==> config.mk <==
export PLATFORM = sky130hd
export DESIGN_NAME = sha_msg_ctrl
export DESIGN_NICKNAME = d
export VERILOG_FILES = /design/src/rtl/sha_msg_ctrl.sv
export SDC_FILE = /design/constraint.sdc
export NUM_CORES = 1
export LEC_CHECK = 0
export BUFFER_PORTS_ARGS = -buffer_cell sky130_fd_sc_hd__buf_2
export CAP_MARGIN = 20
export CORE_MARGIN = 2
export CORE_UTILIZATION = 40
export CTS_BUF_LIST = sky130_fd_sc_hd__clkbuf_8
export DETAILED_ROUTE_END_ITERATION = 8
export PLACE_DENSITY = 0.72
export SYNTH_ARGS = -nofsm -noshare
export SYNTH_HDL_FRONTEND = slang
export SYNTH_SLANG_ARGS = --single-unit
==> constraint.sdc <==
create_clock -name clk -period 11.6 [get_ports clk]
set_input_delay 0.58 -clock clk [delete_from_list [all_inputs] [get_ports clk]]
set_output_delay 0.58 -clock clk [all_outputs]
set_load 0.05 [all_outputs]
==> src/rtl/sha_msg_ctrl.sv <==
// SHA message sequencer: packs bytes into NL-byte blocks,
// appends FIPS-180 padding and length, hands blocks to the core.
module sha_msg_ctrl #(
  parameter int NL   = 64,
  parameter int LENB = 8
) (
  input  logic            clk,
  input  logic            rst,
  input  logic            clr,
  input  logic            in_valid,
  output logic            in_ready,
  input  logic [7:0]      in_data,
  input  logic            in_last,
  output logic            blk_valid,
  input  logic            blk_ready,
  output logic [8*NL-1:0] blk_data,
  output logic            blk_first,
  output logic            blk_last,
  input  logic            core_done,
  output logic            msg_done,
  output logic            busy
);

  localparam int CW = $clog2(NL) + 1;
  localparam int BW = 8 * LENB;
  localparam logic [8*NL-1:0] LEAD =
    {8'h80, {(8*NL-8){1'b0}}};

  typedef enum logic [2:0] {
    IDLE, FILL, PAD, ISSUE, WAIT, DONE
  } state_t;

  state_t          state;
  logic [CW-1:0]   cnt;
  logic [BW-1:0]   bitlen;
  logic            first;
  logic            pad_pend;
  logic            len_pend;
  logic [8*NL-1:0] buffer;

  logic            take;
  logic [CW-1:0]   cnt_inc;
  logic            fits;
  logic [8*NL-1:0] wr_buf;
  logic [8*NL-1:0] pad_buf;
  logic [8*NL-1:0] len_buf;

  assign blk_data = buffer;
  assign take     = in_valid & in_ready;
  assign cnt_inc  = cnt + 1'b1;
  assign fits     = cnt_inc <= CW'(NL - LENB);

  always_comb begin
    wr_buf = buffer;
    wr_buf[8*(NL-1-int'(cnt)) +: 8] = in_data;
  end

  // 0x80 terminator, zero the rest, length in tail if it fits
  always_comb begin
    pad_buf = buffer;
    for (int k = 0; k < NL; k++) begin
      if (k == int'(cnt))
        pad_buf[8*(NL-1-k) +: 8] = 8'h80;
      else if (k > int'(cnt))
        pad_buf[8*(NL-1-k) +: 8] = 8'h00;
    end
    if (fits)
      pad_buf[BW-1:0] = bitlen;
  end

  always_comb begin
    len_buf = '0;
    len_buf[BW-1:0] = bitlen;
  end

  always_ff @(posedge clk or negedge rst) begin
    if (!rst) begin
      state     <= IDLE;
      cnt       <= '0;
      bitlen    <= '0;
      first     <= 1'b1;
      pad_pend  <= 1'b0;
      len_pend  <= 1'b0;
      buffer    <= '0;
      in_ready  <= 1'b0;
      blk_valid <= 1'b0;
      blk_first <= 1'b0;
      blk_last  <= 1'b0;
      msg_done  <= 1'b0;
      busy      <= 1'b0;
    end else if (clr) begin
      state     <= IDLE;
      cnt       <= '0;
      bitlen    <= '0;
      first     <= 1'b1;
      pad_pend  <= 1'b0;
      len_pend  <= 1'b0;
      buffer    <= '0;
      in_ready  <= 1'b0;
      blk_valid <= 1'b0;
      blk_first <= 1'b0;
      blk_last  <= 1'b0;
      msg_done  <= 1'b0;
      busy      <= 1'b0;
    end else begin
      msg_done <= 1'b0;
      unique case (state)
        IDLE: begin
          in_ready <= 1'b1;
          if (take) begin
            buffer <= wr_buf;
            cnt    <= CW'(1);
            bitlen <= BW'(8);
            first  <= 1'b1;
            busy   <= 1'b1;
            if (in_last) begin
              state    <= PAD;
              in_ready <= 1'b0;
            end else begin
              state <= FILL;
            end
          end
        end
        FILL: begin
          if (take) begin
            buffer <= wr_buf;
            cnt    <= cnt_inc;
            bitlen <= bitlen + BW'(8);
            if (cnt_inc == CW'(NL)) begin
              state     <= ISSUE;
              in_ready  <= 1'b0;
              blk_valid <= 1'b1;
              blk_first <= first;
              blk_last  <= 1'b0;
              pad_pend  <= in_last;
            end else if (in_last) begin
              state    <= PAD;
              in_ready <= 1'b0;
            end
          end
        end
        PAD: begin
          buffer    <= pad_buf;
          blk_last  <= fits;
          len_pend  <= ~fits;
          blk_first <= first;
          blk_valid <= 1'b1;
          state     <= ISSUE;
        end
        ISSUE: begin
          if (blk_ready) begin
            blk_valid <= 1'b0;
            first     <= 1'b0;
            state     <= WAIT;
          end
        end
        WAIT: begin
          if (core_done) begin
            if (blk_last) begin
              state    <= DONE;
              msg_done <= 1'b1;
            end else if (pad_pend || len_pend) begin
              buffer    <= pad_pend ?
                           (len_buf | LEAD) : len_buf;
              pad_pend  <= 1'b0;
              len_pend  <= 1'b0;
              blk_last  <= 1'b1;
              blk_first <= first;
              blk_valid <= 1'b1;
              state     <= ISSUE;
            end else begin
              cnt      <= '0;
              in_ready <= 1'b1;
              state    <= FILL;
            end
          end
        end
        DONE: begin
          bitlen    <= '0;
          cnt       <= '0;
          busy      <= 1'b0;
          in_ready  <= 1'b1;
          blk_first <= 1'b0;
          blk_last  <= 1'b0;
          state     <= IDLE;
        end
        default: state <= IDLE;
      endcase
    end
  end

endmodule

==> impl_metrics.yaml, run 1 <==
status:
  status: "completed"
sta:
  fin_crit_sh_pct: 44.21
  finalSetupTns_ns: 0
  finalSetupViolations: 0
  min_period_ns: 5.128
  fin_ws_ns: 6.472
  relSlewSlack_pct: 18.11
  rsz0062_at_grt: "false"
  worst_pin_slew_ns: 1.222
  hold_slack_ns: 0.1209
  clock.fmax_mhz: 195.0
  finalHoldViolations: 0
  finalMaxSlewViolations: 0
  finalClockSkew_ns: 0.07226
critical_path:
  startpoint_type: "flip-flop"
  reg2reg_slack_ns: 6.47
  critical_path_class: "flip-flop to flip-flop"
  end_kind: "flip-flop"
  cp_max_fo: 18
  cp.arrival_ns: 5.75
  required_ns: 12.22
cts:
  cts_tree: "done"
  cts-root-buf: "clkbuf_8"
  clock_path_buffers: 3
  clk_latency_ns: 0.78
  path_clk_slew_ns: 0.07
  htreeDepth: 3
  numCtsBuffers: 100
  clkSinkCount: 592
  cts_setup_buffers: 0
place:
  dp_slack_ns: 6.735
  io_buffers: 532
  dp_cells: 4235
  gp_congestion: 1.025
  hpwl_mm: 88.85
drt:
  drtIter0Drc: 3882
  first_pass_iters: 9
  ant_nets: 0
  post_drt_wl_per_cell_um: 27.85
  vias: 27090
  drt-total-wl_mm: 123.2
  via_per_inst: 6.123
  drc: 0
logic_synthesis:
  ys_types: 90
  synthFlopType: "dfrtp_1"
  yosys-top-cells-area: "dfrtp_1, nand2_1, a22o_1, o21ai_0, o2bb2ai_1"
  syn_inst: 2890
  synth_top_cell_by_area: "dfrtp_1"
  ys.warnings.count: 0
  synth.net_count: 2919
  async_reset_ff_share_pct: 100.0
  synth.most_common_cell: "dfrtp_1"
  ys_seq_area_share_pct: 52.68
  syn_area_um2: 28130
  ys_seq_elements: 592
  synth_top_area_share_pct: 52.58
  synth_edf_count: 0
  syn_avg_cell_area_um2: 9.732
  synth_top_cells_by_count: "dfrtp_1, nand2_1, nor2_1"
global_route:
  overflow: 0
  top_usage_layer: "met2"
  antenna_found_initial: 12
  met2_usage_pct: 50.18
  grt_pass1_vias: 26160
  grt_max_degree: 184
  grt_pass1_wl_mm: 179.5
  grt_use_total_pct: 33.10
  grt_util_met1_pct: 43.05
  grt_use_met3_pct: 11.06
pwr:
  fin_total_pwr_mw: 6.029
  pwr-share-clk_pct: 34.0
  power_density_nw_per_um2: 177.3
  seqPwrFrac_pct: 36.9
  net-switching-power_mw: 2.404
  peakVddDrop_mv: 0.09954
  combPwrFrac_pct: 29.1
  intPower_mw: 3.625
  p_sw_share_pct: 39.88
  p_leak_nw: 16.32
floorplan:
  die_y_um: 269.2
  initial_core_util_pct: 40.30
  rows: 97
  placeableCoreArea_um2: 69790
  die-area_um2: 72450
  ioPinCount: 533
  die_width_um: 269.2
layout:
  final_cells: 4424
  multi_input_area_um2: 12440
  regArea_um2: 14820
  layout-drive-gt1-share_pct: 25.04
  nNetsFinal: 3428
  syn2layout_area_growth_pct: 20.90
  nFillCells: 6537
job:
  cap_viol_max_count: 0
min_path:
  hold_path.class: "primary input to flip-flop"
-- cell families after synthesis --
logic type                 count (synthesis)  share of synthesized area, %
DFF                                      592                         52.68
xor gates and xnor gates                  50                         1.557
buffers and inverters                    245                         3.439
AOI/OAI and AO/OA                        893                         21.93
muxes                                     62                         2.473
adders and majority gates                 14                        0.6228
and+or+nand+nor                         1034                         17.30
-- per-stage QoR --
| stage | cell area (um2) | utilization [%] |
|---|---|---|
| after floorplan | 28130 | - |
| after global placement | 31770 | 45.52 |
| after detailed placement | 31800 | 45.56 |
| after CTS | 33980 | 48.70 |
| after global routing | 34000 | 48.72 |
| final | 34000 | 48.72 |
-- critical path, cell delays in order, from the launching register on --
cell	delay [ns]
dfrtp_1	0.73
ha_1	0.40
buf_4	0.25
and3b_1	0.24
nand2_1	0.12
ha_1	0.32
or4b_4	0.55
or2_4	0.28
a211oi_4	0.64
nand3_1	0.40
nor3_4	0.43
nor2_1	0.23
mux2_1	0.36
-- per-layer routing --
metal | part of all wire [%] | wire (um)
met5 | 0.062 | 77
met4 | 4.7 | 5732
met3 | 11 | 14060
met2 | 45 | 54890
met1 | 39 | 48460
-- worst paths after layout --
kind | start | endpoint | cells past startpoint
max | cnt[1]$_DFFE_PN0P_ | blk_data[455]$_DFFE_PN0P_ | 12
min | blk_ready | state[1]$_DFFE_PN0P_ | 3
max reg2reg | cnt[1]$_DFFE_PN0P_ | blk_data[455]$_DFFE_PN0P_ | 12
min reg2reg | blk_data[302]$_DFFE_PN0P_ | blk_data[302]$_DFFE_PN0P_ | 2
max in group asynchronous | rst | blk_data[371]$_DFFE_PN0P_ | 4
min in group asynchronous | rst | blk_data[506]$_DFFE_PN0P_ | 2
-- cells in the final DEF (no fill, tap or decap), types with 46 or more instances in the layout --
cell type | netlist | routed
o22ai_1 | 52 | 52
nor2_1 | 241 | 235
buf_2 | 19 | 531
buf_4 | 0 | 54
clkbuf_8 | 0 | 122
nand4_1 | 46 | 46
mux2_2 | 52 | 52
dfrtp_1 | 591 | 591
nor3_1 | 56 | 50
nand2_1 | 388 | 387
a22o_1 | 123 | 123
a21oi_1 | 140 | 140
inv_1 | 61 | 82
nand3_1 | 132 | 132
o21ai_0 | 208 | 206
o2bb2ai_1 | 115 | 115
o31ai_1 | 52 | 52
-- power by group through the flow --
stage          registers [mW]  clock network (mW)  logic, mW
2_1_floorplan            2.52                   0      0.809
3_3_place_gp             2.26                   0       1.70
3_5_place_dp             2.26                   0       1.71
4_1_cts                  2.22                2.06       1.71
5_1_grt                  2.23                2.16       1.83
6_report                 2.23                2.05       1.75
-- area by class of cell --
class	instances	share of cell area, %
Antenna cell	5	0.03680
Clock buffer	122	4.938
Clock inverter	60	1.465
Inverter	61	0.6734
Multi-Input combinational cell	2053	36.58
Sequential cell	592	43.57
Tap cell	940	3.459
Timing Repair Buffer	591	9.277
-- flip-flops by register name (all words and copies together) (netlist names) --
name,flops
bitlen,61
msg_done,1
state,3
in_ready,1
blk_first,1
blk_last,1
cnt,7
blk_valid,1
blk_data,512
len_pend,1
pad_pend,1
busy,1
first,1
-- timing repair --
item	CTS	global route
hold buffers	1	0
endpoints found under the setup margin	0	0
resized for setup	0	0
hold endpoints to repair	16	0
Power figures use the tool's default switching activity.
==> run 2: changes to the inputs <==
--- a/config.mk
+++ b/config.mk
@@ -11,7 +11,7 @@
 export CORE_UTILIZATION = 40
 export CTS_BUF_LIST = sky130_fd_sc_hd__clkbuf_8
 export DETAILED_ROUTE_END_ITERATION = 8
-export PLACE_DENSITY = 0.72
+export PLACE_DENSITY = 0.74
 export SYNTH_ARGS = -nofsm -noshare
 export SYNTH_HDL_FRONTEND = slang
 export SYNTH_SLANG_ARGS = --single-unit
==> constraint.sdc (replaced) <==
create_clock -name clk -period 4.52 [get_ports clk]
set_input_delay 0.226 -clock clk [delete_from_list [all_inputs] [get_ports clk]]
set_output_delay 0.226 -clock clk [all_outputs]
set_load 0.05 [all_outputs]
==> run 2 against run 1 <==
  * Register-to-register slack got worse by 6.1 ns
  * Combinational power rose to 2.7 times the previous value
  * Global-route usage rose by 0.24 points
  * Design area up 2.1%
  * Critical endpoint is now blk_data[500]$_DFFE_PN0P_
  * Largest cell class unchanged
==> impl_metrics.yaml, run 2 (same netlist as run 1, synthesis figures left out) <==
floorplan:
  rows: 97
  ioPinCount: 533
  die_y_um: 269.2
  die-area_um2: 72450
  die_width_um: 269.2
  placeableCoreArea_um2: 69790
  initial_core_util_pct: 40.30
cts:
  path_clk_slew_ns: 0.06
  cts_setup_buffers: 0
  clkSinkCount: 592
  cts_resized: 0
  htreeDepth: 3
  numCtsBuffers: 99
  clk_latency_ns: 0.77
  cts-root-buf: "clkbuf_8"
  cts_tree: "done"
  clock_path_buffers: 3
global_route:
  grt_max_degree: 113
  overflow: 0
  grt_pass1_wl_mm: 181.6
  grt_use_total_pct: 33.33
  antenna_found_initial: 2
  grt_pass1_vias: 26520
sta:
  fin_crit_sh_pct: 91.71
  rsz0062_at_grt: "false"
  worst_pin_slew_ns: 1.140
  finalClockSkew_ns: 0.04056
  finalSetupTns_ns: 0
  relSlewSlack_pct: 23.45
  clock.fmax_mhz: 241.2
  min_period_ns: 4.145
  finalHoldViolations: 0
  finalSetupViolations: 0
  finalMaxSlewViolations: 0
drt:
  first_pass_iters: 6
  drtIter0Drc: 3592
  post_drt_wl_per_cell_um: 27.39
  drt-total-wl_mm: 123.6
  via_per_inst: 6.130
  drc: 0
  ant_nets: 0
  vias: 27670
critical_path:
  rr_worst_depth: 12
  startpoint_type: "flip-flop"
  cp.arrival_ns: 4.80
  required_ns: 5.17
  end_kind: "flip-flop"
  critical_path_class: "flip-flop to flip-flop"
  cp_max_fo: 14
place:
  io_buffers: 532
  hpwl_mm: 91.07
  gp_congestion: 1.052
  dp_cells: 4324
layout:
  largest_register_ffs: 512
  final_cell_mix: "dfrtp_1, buf_2, nand2_1"
  nNetsFinal: 3524
  multi_input_area_um2: 12410
  syn2layout_area_growth_pct: 23.40
  regArea_um2: 14820
  layout-drive-gt1-share_pct: 26.39
  nFillCells: 6545
  final_common_cell: "dfrtp_1"
  final_cells: 4513
pwr:
  combPwrFrac_pct: 30.2
  net-switching-power_mw: 6.136
  power_density_nw_per_um2: 444.7
  p_leak_nw: 16.80
  seqPwrFrac_pct: 36.9
  pwr-share-clk_pct: 32.9
  fin_total_pwr_mw: 15.43
  p_sw_share_pct: 39.76
  peakVddDrop_mv: 0.2413
  intPower_mw: 9.296
min_path:
  hold_path.class: "primary input to asynchronous set/reset pin"
job:
  cap_viol_max_count: 0
status:
  status: "completed"
==> run 2: layout make-up <==
type	count	area share (%)
diodes	4	0.02884
clock buffers	129	5.116
clock inverters	46	1.009
inverters	61	0.6597
multi-input cells	2053	35.75
flip-flops and latches	592	42.69
well taps	940	3.389
repair buffers	688	11.36
==> run 2: metal layers <==
metal  routed length, um  global-route usage (%)
met5                  11                       0
met4                7173                   16.82
met1               48390                   43.98
met3               13730                   9.912
met2               54310                   49.85
==> run 2: path summary, 6_finish.rpt <==
path	startpoint	end	slack, ns
worst max-delay path	cnt[5]$_DFFE_PN0P_	blk_data[500]$_DFFE_PN0P_	0.37
worst min-delay path	rst	blk_data[328]$_DFFE_PN0P_	0.14
worst max register to register	cnt[5]$_DFFE_PN0P_	blk_data[500]$_DFFE_PN0P_	0.37
worst min register to register	blk_data[136]$_DFFE_PN0P_	blk_data[136]$_DFFE_PN0P_	0.47
max in group asynchronous	rst	blk_data[154]$_DFFE_PN0P_	3.21
min in group clk	in_data[2]	blk_data[74]$_DFFE_PN0P_	0.14
==> run 2: what timing repair did <==
| action | 4_1_cts | 5_1_grt |
|---|---|---|
| hold buffers | 10 | 0 |
| endpoints found under the hold margin | 119 | 0 |
| endpoints found under the setup margin | 0 | 0 |
==> run 2: worst max-delay path, stage by stage (launching register included) <==
cell,delay (ns)
dfrtp_1,0.62
and4b_1,0.29
nand2_1,0.09
inv_1,0.06
ha_1,0.31
or4_4,0.58
or2_4,0.30
a211oi_4,0.48
nand3_1,0.35
buf_4,0.27
nor2_1,0.08
nand4_1,0.31
o21ai_0,0.29
==> run 2: metrics by stage <==
| step | utilization (%) | instance area [um2] | hold slack [ns] | setup WS [ns] |
|---|---|---|---|---|
| after global placement | 46.53 | 32470 | 0.3952 | 0.5104 |
| after global routing | 49.72 | 34700 | 0.1161 | 0.1659 |
| after detailed placement | 46.53 | 32470 | 0.3932 | 0.5136 |
| after CTS | 49.72 | 34700 | 0.1119 | 0.4879 |
| after floorplan | - | 28130 | -0.06959 | 0.5361 |
| final | 49.73 | 34710 | 0.1361 | 0.3747 |
==> run 2: power groups by stage <==
| stage | clock network, mW | logic [mW] | registers, mW |
|---|---|---|---|
| floorplan | 0 | 2.08 | 6.46 |
| global placement | 0 | 4.49 | 5.78 |
| detailed placement | 0 | 4.51 | 5.78 |
| CTS | 5.12 | 4.53 | 5.69 |
| global route | 5.37 | 4.87 | 5.72 |
| finish | 5.08 | 4.65 | 5.70 |
